==> src/rtl/branch_resolve_unit.sv <==
// Registered branch resolver: flags register with bypass, circular return-address stack,
// 1-cycle valid/ready result. Optional counters under `BRANCH_RESOLVE_STATS_EN.
module branch_resolve_unit #(
  parameter int PC_W      = 16,
  parameter int RAS_DEPTH = 4,
  parameter int PC_INC    = 1
) (
  input  logic            clk,
  input  logic            rst,
  input  logic            in_valid,
  output logic            in_ready,
  input  logic [PC_W-1:0] in_pc,
  input  logic [PC_W-1:0] in_target,
  input  logic [2:0]      in_btype,
  input  logic            flags_wr,
  input  logic [1:0]      flags_in,
  input  logic            flush,
  output logic            out_valid,
  input  logic            out_ready,
  output logic            out_taken,
  output logic [PC_W-1:0] out_branchpc,
  output logic            out_err,
  output logic [15:0]     stat_taken,
  output logic [15:0]     stat_nottaken
);
  localparam int PW = $clog2(RAS_DEPTH);
  localparam int CW = PW + 1;

  logic [PC_W-1:0] r_ras [RAS_DEPTH];
  logic [PW-1:0]   r_ptr;
  logic [CW-1:0]   r_cnt;
  logic [1:0]      r_flags;

  logic            w_accept;
  logic [1:0]      w_flags;
  logic [PW-1:0]   w_top_idx;
  logic            w_empty;
  logic [PC_W-1:0] w_link;
  logic            w_taken, w_err, w_push, w_pop;
  logic [PC_W-1:0] w_pc;

  assign in_ready  = !out_valid || out_ready;
  assign w_accept  = in_valid && in_ready;
  // A same-cycle flags write is visible to the op being evaluated.
  assign w_flags   = flags_wr ? flags_in : r_flags;
  assign w_top_idx = r_ptr - PW'(1);
  assign w_empty   = (r_cnt == '0);
  assign w_link    = in_pc + PC_W'(PC_INC);

  always_comb begin
    w_taken = 1'b0;
    w_pc    = '0;
    w_err   = 1'b0;
    w_push  = 1'b0;
    w_pop   = 1'b0;
    case (in_btype)
      3'd0: ;
      3'd1: begin w_taken = 1'b1; w_pc = in_target; end
      3'd2: begin w_taken = w_flags[0]; w_pc = w_flags[0] ? in_target : '0; end
      3'd3: begin w_taken = w_flags[1]; w_pc = w_flags[1] ? in_target : '0; end
      3'd4: begin w_taken = 1'b1; w_pc = in_target; w_push = 1'b1; end
      3'd5: begin
        if (w_empty) w_err = 1'b1;
        else begin w_taken = 1'b1; w_pc = r_ras[w_top_idx]; w_pop = 1'b1; end
      end
      default: w_err = 1'b1;
    endcase
  end

  always_ff @(posedge clk) begin
    if (rst) r_flags <= 2'b00;
    else if (flags_wr) r_flags <= flags_in;
  end

  // Full stack: the write pointer lands on the oldest entry, so a push overwrites it.
  always_ff @(posedge clk) begin
    if (rst) begin
      r_ptr <= '0;
      r_cnt <= '0;
    end else if (w_accept && w_push) begin
      r_ptr <= r_ptr + PW'(1);
      if (r_cnt != CW'(RAS_DEPTH)) r_cnt <= r_cnt + CW'(1);
    end else if (w_accept && w_pop) begin
      r_ptr <= w_top_idx;
      r_cnt <= r_cnt - CW'(1);
    end
  end

  always_ff @(posedge clk) begin
    if (w_accept && w_push) r_ras[r_ptr] <= w_link;
  end

  always_ff @(posedge clk) begin
    if (rst || flush) begin
      out_valid    <= 1'b0;
      out_taken    <= 1'b0;
      out_err      <= 1'b0;
      out_branchpc <= '0;
    end else if (w_accept) begin
      out_valid    <= 1'b1;
      out_taken    <= w_taken;
      out_err      <= w_err;
      out_branchpc <= w_pc;
    end else if (out_ready) begin
      out_valid    <= 1'b0;
    end
  end

`ifdef BRANCH_RESOLVE_STATS_EN
  logic        w_count;
  logic [15:0] r_stat_taken, r_stat_nottaken;

  // Reserved encodings and 'none' are excluded; flush does not suppress counting.
  assign w_count = w_accept && (in_btype >= 3'd1) && (in_btype <= 3'd5);

  always_ff @(posedge clk) begin
    if (rst) begin
      r_stat_taken    <= '0;
      r_stat_nottaken <= '0;
    end else if (w_count) begin
      if (w_taken) begin
        if (r_stat_taken != 16'hFFFF) r_stat_taken <= r_stat_taken + 16'd1;
      end else begin
        if (r_stat_nottaken != 16'hFFFF) r_stat_nottaken <= r_stat_nottaken + 16'd1;
      end
    end
  end

  assign stat_taken    = r_stat_taken;
  assign stat_nottaken = r_stat_nottaken;
`else
  assign stat_taken    = '0;
  assign stat_nottaken = '0;
`endif
endmodule

==> config.mk <==
export PLATFORM = sky130hd
export DESIGN_NAME = branch_resolve_unit
export DESIGN_NICKNAME = d
export VERILOG_FILES = /design/src/rtl/branch_resolve_unit.sv
export SDC_FILE = /design/constraint.sdc
export NUM_CORES = 1
export LEC_CHECK = 0
export ABC_AREA = 1
export BUFFER_PORTS_ARGS = -buffer_cell sky130_fd_sc_hd__buf_2
export CORE_AREA = 5 5 107 109
export DETAILED_ROUTE_END_ITERATION = 7
export DIE_AREA = 0 0 112 114
export PLACE_DENSITY_LB_ADDON = 0.15
export SLEW_MARGIN = 20
export SYNTH_ARGS = -nofsm -noshare
export SYNTH_HDL_FRONTEND = slang
export SYNTH_SLANG_ARGS = --single-unit
==> constraint.sdc <==
create_clock -name clk -period 2 [get_ports clk]
set_input_delay 0.2 -clock clk [delete_from_list [all_inputs] [get_ports clk]]
set_output_delay 0.2 -clock clk [all_outputs]
set_load 0.05 [all_outputs]
==> impl_metrics.py, run 1 <==
metrics = {
    "setup_path": {
        "criticalPathCategory": "reg -> reg",
        "start_kind": "register",
        "required_ns": 2.23,
        "crit_arrival_ns": 1.88,
        "crit_fanout": 17,
        "end_kind": "register",
    },
    "floorplanning": {
        "core_sq_um": 10510,
        "fp-row-count": 38,
        "ios": 95,
        "fp.dieH_um": 114,
        "dieArea_sq_um": 12770,
        "die_w_um": 112,
        "initial_core_util": 0.4244,
    },
    "global_routing": {
        "antenna_found_initial": 0,
        "grt_max_degree": 53,
        "grt_use_total": 0.1565,
        "grt_pass1_vias": 3068,
        "grt_pass1_wl_mm": 15.62,
        "grt-ovfl-total": 0,
    },
    "clock_network": {
        "cts.sinks": 90,
        "clk_pin_slew_ns": 0.08,
        "postCtsSetupBuffers": 0,
        "cts_root_buf": "clkbuf_8",
        "clk_latency_ns": 0.36,
        "cts_resized": 0,
        "cts_max_path_buffers": 2,
        "htree_levels": 3,
        "cts_tree": "yes",
        "cts_made_buffers": 9,
        "cts_hold_buf": 0,
    },
    "synthesis": {
        "yosysWarnings": 0,
        "syn_inst": 491,
        "synth.most_common_cell": "nand2_1",
        "yosysTopAreaCell": "edfxtp_1",
        "synth_compound_area_frac": 0.08502,
        "ys_ff_latch": 90,
        "async_flop_share": 0,
        "synth-xor-area-share": 0.02750,
        "synthFlopType": "edfxtp_1",
        "synth-simple-area-share": 0.2079,
        "synthDistinctLibCells": 30,
        "synthTopCellsByCount": "nand2_1, edfxtp_1, nor2_1",
        "synth_top_family_by_area": "simple AND/OR/NAND/NOR gates",
        "synthAdderAreaFrac": 0.01684,
        "synth_edf_count": 64,
        "avgSynthCellArea_sq_um": 9.082,
        "yosys.area.top_type_share": 0.4310,
        "synth_area_leaders": "edfxtp_1, dfxtp_1, nand2_1",
        "synth_area_sq_um": 4459,
        "yosysSeqAreaShare": 0.5477,
        "muxShareOfSynthArea": 0,
    },
    "final_layout": {
        "drive_above_1_share": 0.1857,
        "diodes": 0,
        "area_growth_pct": 11.31,
        "design_area_sq_um": 4964,
        "fin_nets": 604,
    },
    "pwr": {
        "intPower_mw": 2.585,
        "ir_drop_mv": 0.2697,
        "comb_power_share": 0.141,
        "switching_power_uw": 998.3,
        "power_frac_clock": 0.292,
        "p_per_area_nw_per_um2": 721.9,
        "seq_power_share": 0.567,
        "p_leak_nw": 2.072,
        "switching_share": 0.2786,
    },
    "route": {
        "drt_pass1_iterations": 4,
        "wl_mm": 9.658,
        "drt_first_iter_violations": 135,
        "drc": 0,
        "ant_nets": 0,
        "vias_per_cell": 4.621,
        "num_vias": 3235,
        "wl_per_cell_um": 13.80,
    },
    "sta": {
        "drv_slew": 0,
        "fin_tns_setup_ns": 0,
        "setup-violations-final": 0,
        "timing.final.crit_share": 0.8219,
        "skew_ns": 0.009369,
        "max_freq_mhz": 608.4,
        "slew_headroom": 0.6185,
        "tightest_slew_ns": 0.5710,
        "rsz0062_at_grt": "no",
        "setup_slack_ns": 0.3562,
        "hold_viol": 0,
        "whs_ns": 0.06988,
        "period_needed_ns": 1.644,
    },
    "run": {
        "max-cap-violations": 0,
    },
    "min_path": {
        "min_path_type": "in -> reg",
    },
    "outcome": {
        "status": "completed",
    },
    "placement": {
        "dpl_cell_area_sq_um": 4808,
        "gp_congestion": 0.7936,
        "dp_hpwl_mm": 6.726,
        "port_buffers": 62,
        "pre_cts_ws_ns": 0.2733,
    },
}
## registers in the layout (all words and copies together), names as in the netlist
signal / flops
out_branchpc: 16
out_err: 1
out_taken: 1
out_valid: 1
r_cnt: 3
r_flags: 2
r_ptr: 2
r_ras: 64
## stage by stage
stage | total power, mW | utilization | instances
floorplan | 2.502 | - | 522
global placement | 2.575 | 0.4576 | 684
detailed placement | 2.583 | 0.4576 | 684
CTS | 3.631 | 0.4724 | 700
global route | 3.769 | 0.4724 | 700
finish | 3.583 | 0.4724 | 700
## worst paths after layout
path | start | end | slack, ns | cells after the start
max | r_ptr[0]$_SDFFE_PP0P_ | out_branchpc[11]$_SDFFE_PP0P_ | 0.36 | 8
min | rst | r_flags[0]$_SDFF_PP0_ | 0.07 | 2
max reg2reg | r_ptr[0]$_SDFFE_PP0P_ | out_branchpc[11]$_SDFFE_PP0P_ | 0.36 | 8
min reg2reg | out_branchpc[14]$_SDFFE_PP0P_ | out_branchpc[14]$_SDFFE_PP0P_ | 0.47 | 2
## metal layers
| metal | global-route usage | wire, um | vias to the layer above |
|---|---|---|---|
| met5 | 0 | 0 | - |
| met4 | 0.06010 | 137 | 0 |
| met3 | 0.03714 | 776 | 9 |
| met2 | 0.2502 | 4303 | 109 |
| met1 | 0.2076 | 4440 | 1455 |
| li1 | - | - | 1662 |
## power groups by stage
stage          sequential (mW)  clock (mW)  combinational [mW]
2_1_floorplan             2.11           0               0.395
3_3_place_gp              2.08           0               0.499
3_5_place_dp              2.08           0               0.507
4_1_cts                   2.03        1.09               0.508
5_1_grt                   2.04        1.18               0.554
6_report                  2.03        1.04               0.505
## worst max-delay path: stages, from the launching register on
cell and delay (ns):
dfxtp_1 0.39, clkinv_1 0.11, ha_1 0.33, inv_2 0.29, nand2_1 0.10, nand3_1 0.12, nand2_1 0.07, nand2_1 0.07
a21oi_2 0.05
## final cells by class
class	instances	area (sq um)
clock buffer	13	138.9
timing repair buffer	71	415.4
sequential	90	2444
inverter	40	150.1
clock inverter	3	16.27
tap	140	175.2
fill	1051	5544
multi-input combinational	343	1624
## logic make-up after synthesis
kind of cell,after synthesis
flip-flops,90
XOR/XNOR,14
buffers and inverters,89
other,1
adder cells (fa/ha/maj),6
AO/OA/AOI/OAI,66
AND/OR/NAND/NOR,225
## placed cells by master (no fill, tap or decap), drive strengths merged, types with 3 or more instances in the layout
master    n
buf      71
edfxtp   64
clkinv    3
dfxtp    26
conb     32
xor2     11
a21oi    28
nand4     5
nand3    26
clkbuf   13
inv      39
xnor2     3
nor2     49
nand2   138
ha        6
nor3      4
o21ai    38
Power figures use the tool's default switching activity.
==> run 2, diff against run 1 <==
- clock period: 2 -> 1.4 ns (I/O delays scaled with it)
==> run 2 against run 1 <==
Against the previous run: the flow now finishes with violations (negative setup slack); cell area is 15% higher; register-to-register slack worse by 0.38 ns; fmax is 15% higher; clock skew hardly changed; critical path depth is 1 higher; critical endpoint is now out_branchpc[1]$_SDFFE_PP0P_; flip-flop and latch count stayed put; largest cell class unchanged; count of clock-buffer cells in the layout stayed put; critical path type unchanged.
==> impl_metrics.py, run 2 (synthesis gave the netlist of run 1 again) <==
metrics = {
    "outcome": {
        "status": "finished, violations left",
        "violations": "negative setup slack",
    },
    "pwr": {
        "p_leak_nw": 2.375,
        "power.total_mw": 5.635,
        "ir_drop_mv": 0.3815,
        "p_per_area_nw_per_um2": 983.5,
    },
    "floorplanning": {
        "fp.dieH_um": 114,
        "die_w_um": 112,
        "dieArea_sq_um": 12770,
        "fp-row-count": 38,
        "core_sq_um": 10510,
        "ios": 95,
        "initial_core_util": 0.4244,
    },
    "global_routing": {
        "grt_use_total": 0.1538,
        "grt-ovfl-total": 0,
        "grt_pass1_wl_mm": 15.64,
        "grt_max_degree": 31,
        "antenna_found_initial": 0,
        "grt_pass1_vias": 3184,
    },
    "final_layout": {
        "reg.largest.list": "r_ras x64, out_branchpc x16, r_cnt x3",
        "drive_above_1_share": 0.3389,
        "fin_nets": 646,
        "final_common_cell": "nand2_1",
        "area_growth_pct": 28.48,
        "final_cell_mix": "nand2_1, edfxtp_1, buf_2",
        "largest_reg_flops": 64,
        "fin_cells": 742,
        "top_register": "r_ras",
        "postLayoutCoreUtil": 0.5452,
        "diodes": 0,
    },
    "placement": {
        "dp_hpwl_mm": 7.164,
        "port_buffers": 62,
        "dp_cells": 724,
        "pre_cts_ws_ns": -0.1157,
        "gp_congestion": 0.7707,
    },
    "route": {
        "wl_met2_mm": 4.600,
        "drc": 0,
        "wl_mm": 9.725,
        "dr_wl_met3_um": 570,
        "drt_pass1_iterations": 4,
        "num_vias": 3401,
        "met1_length_mm": 4.415,
        "wl_per_cell_um": 13.11,
        "drt_first_iter_violations": 124,
        "vias_per_cell": 4.584,
        "ant_nets": 0,
        "top_layer": "met4",
    },
    "clock_network": {
        "clk_latency_ns": 0.35,
        "htree_levels": 3,
        "cts_max_path_buffers": 2,
        "clk_pin_slew_ns": 0.08,
        "cts_tree": "yes",
        "cts_made_buffers": 9,
        "cts_hold_buf": 0,
        "cts.sinks": 90,
        "cts_root_buf": "clkbuf_8",
    },
    "sta": {
        "period_needed_ns": 1.426,
        "slew_headroom": 0.6592,
        "skew_ns": 0.009211,
        "timing.final.crit_share": 1.019,
        "fin_tns_setup_ns": -0.1912,
        "setup_slack_ns": -0.02641,
        "rsz0062_at_grt": "yes",
        "max_freq_mhz": 701.1,
        "tightest_slew_ns": 0.5111,
        "drv_slew": 0,
        "hold_viol": 0,
        "setup-violations-final": 23,
    },
    "setup_path": {
        "crit_path_cell_trace": "clkinv_4 -> ha_4 -> inv_6 -> clkbuf_16 -> nand2_2 -> nand3_2 -> nand2_1 -> nand2_1 -> a21oi_1",
        "criticalPathCategory": "reg -> reg",
        "required_ns": 1.68,
        "r2r_slack_ns": -0.03,
        "cp_slowest_cell": "dfxtp_4",
        "crit_arrival_ns": 1.71,
        "start_kind": "register",
        "critPathMostFrequentCell": "nand2_1",
        "crit-reg2reg-launch": "r_ptr[0]$_SDFFE_PP0P_",
        "timing.rr.end": "out_branchpc[1]$_SDFFE_PP0P_",
        "end_kind": "register",
        "ff2ff_path_depth": 9,
        "max_stage_delay_ns": 0.38,
        "crit_fanout": 5,
    },
    "run": {
        "max-cap-violations": 0,
    },
    "min_path": {
        "min_path_type": "in -> reg",
        "hold_path_end": "r_ptr[1]$_SDFFE_PP0P_",
        "hold_depth": 2,
        "hp-start": "rst",
    },
}
run 2: stage by stage:
| step | area [sq um] | hold slack, ns |
|---|---|---|
| floorplan | 4718 | 0.2091 |
| global placement | 5256 | 0.3939 |
| detailed placement | 5256 | 0.3967 |
| CTS | 5543 | 0.004999 |
| global route | 5729 | 0.02715 |
| finish | 5729 | 0.02841 |
run 2: layout make-up:
cell class,count,area [sq um]
Clock buffer,13,191.4
Sequential cell,90,2451
Inverter,40,160.2
Timing Repair Buffer,113,812.0
Tap cell,140,175.2
Multi-Input combinational cell,343,1914
Fill cell,968,4778
Clock inverter,3,25.02
run 2: worst max path at each step:
stage,cells after the start,to,startpoint
6_report,9,out_branchpc[1]$_SDFFE_PP0P_,r_ptr[0]$_SDFFE_PP0P_
3_5_place_dp,7,r_ras[1][8]$_DFFE_PP_,in_pc[0]
5_1_grt,9,out_branchpc[11]$_SDFFE_PP0P_,r_ptr[0]$_SDFFE_PP0P_
3_3_place_gp,8,r_ras[3][7]$_DFFE_PP_,in_pc[0]
4_1_cts,8,out_branchpc[13]$_SDFFE_PP0P_,r_ptr[0]$_SDFFE_PP0P_
2_1_floorplan,3,r_ras[0][0]$_DFFE_PP_,out_valid$_SDFFE_PP0P_
run 2: report_power, final:
| part | total [mW] | internal, mW | switching, mW | leakage (nW) |
|---|---|---|---|---|
| logic | 0.920 | 0.290 | 0.629 | 1.48 |
| clock network | 1.81 | 0.924 | 0.888 | 0.107 |
| registers | 2.90 | 2.89 | 0.0177 | 0.790 |
| total | 5.63 | 4.10 | 1.53 | 2.37 |
run 2: what timing repair did:
item / CTS / global route
resized for setup: 20 / 46
setup buffers: 0 / 1
pin swaps: 8 / 25
endpoints found under the setup margin: 53 / 52
gates cloned: 0 / 1
run 2: critical path, delay by kind of cell (launching register included):
kind                     cells  cell delay [ns]
AND/OR/NAND/NOR              4             0.28
buffers and inverters        3             0.28
AO/OA/AOI/OAI                1             0.11
adder cells (fa/ha/maj)      1             0.32
flip-flops                   1             0.38
run 2: layer usage:
metal,GRT usage,vias up
li1,-,1759
met3,0.02812,11
met5,0,-
met2,0.2550,93
met4,0.05288,0
met1,0.2045,1538
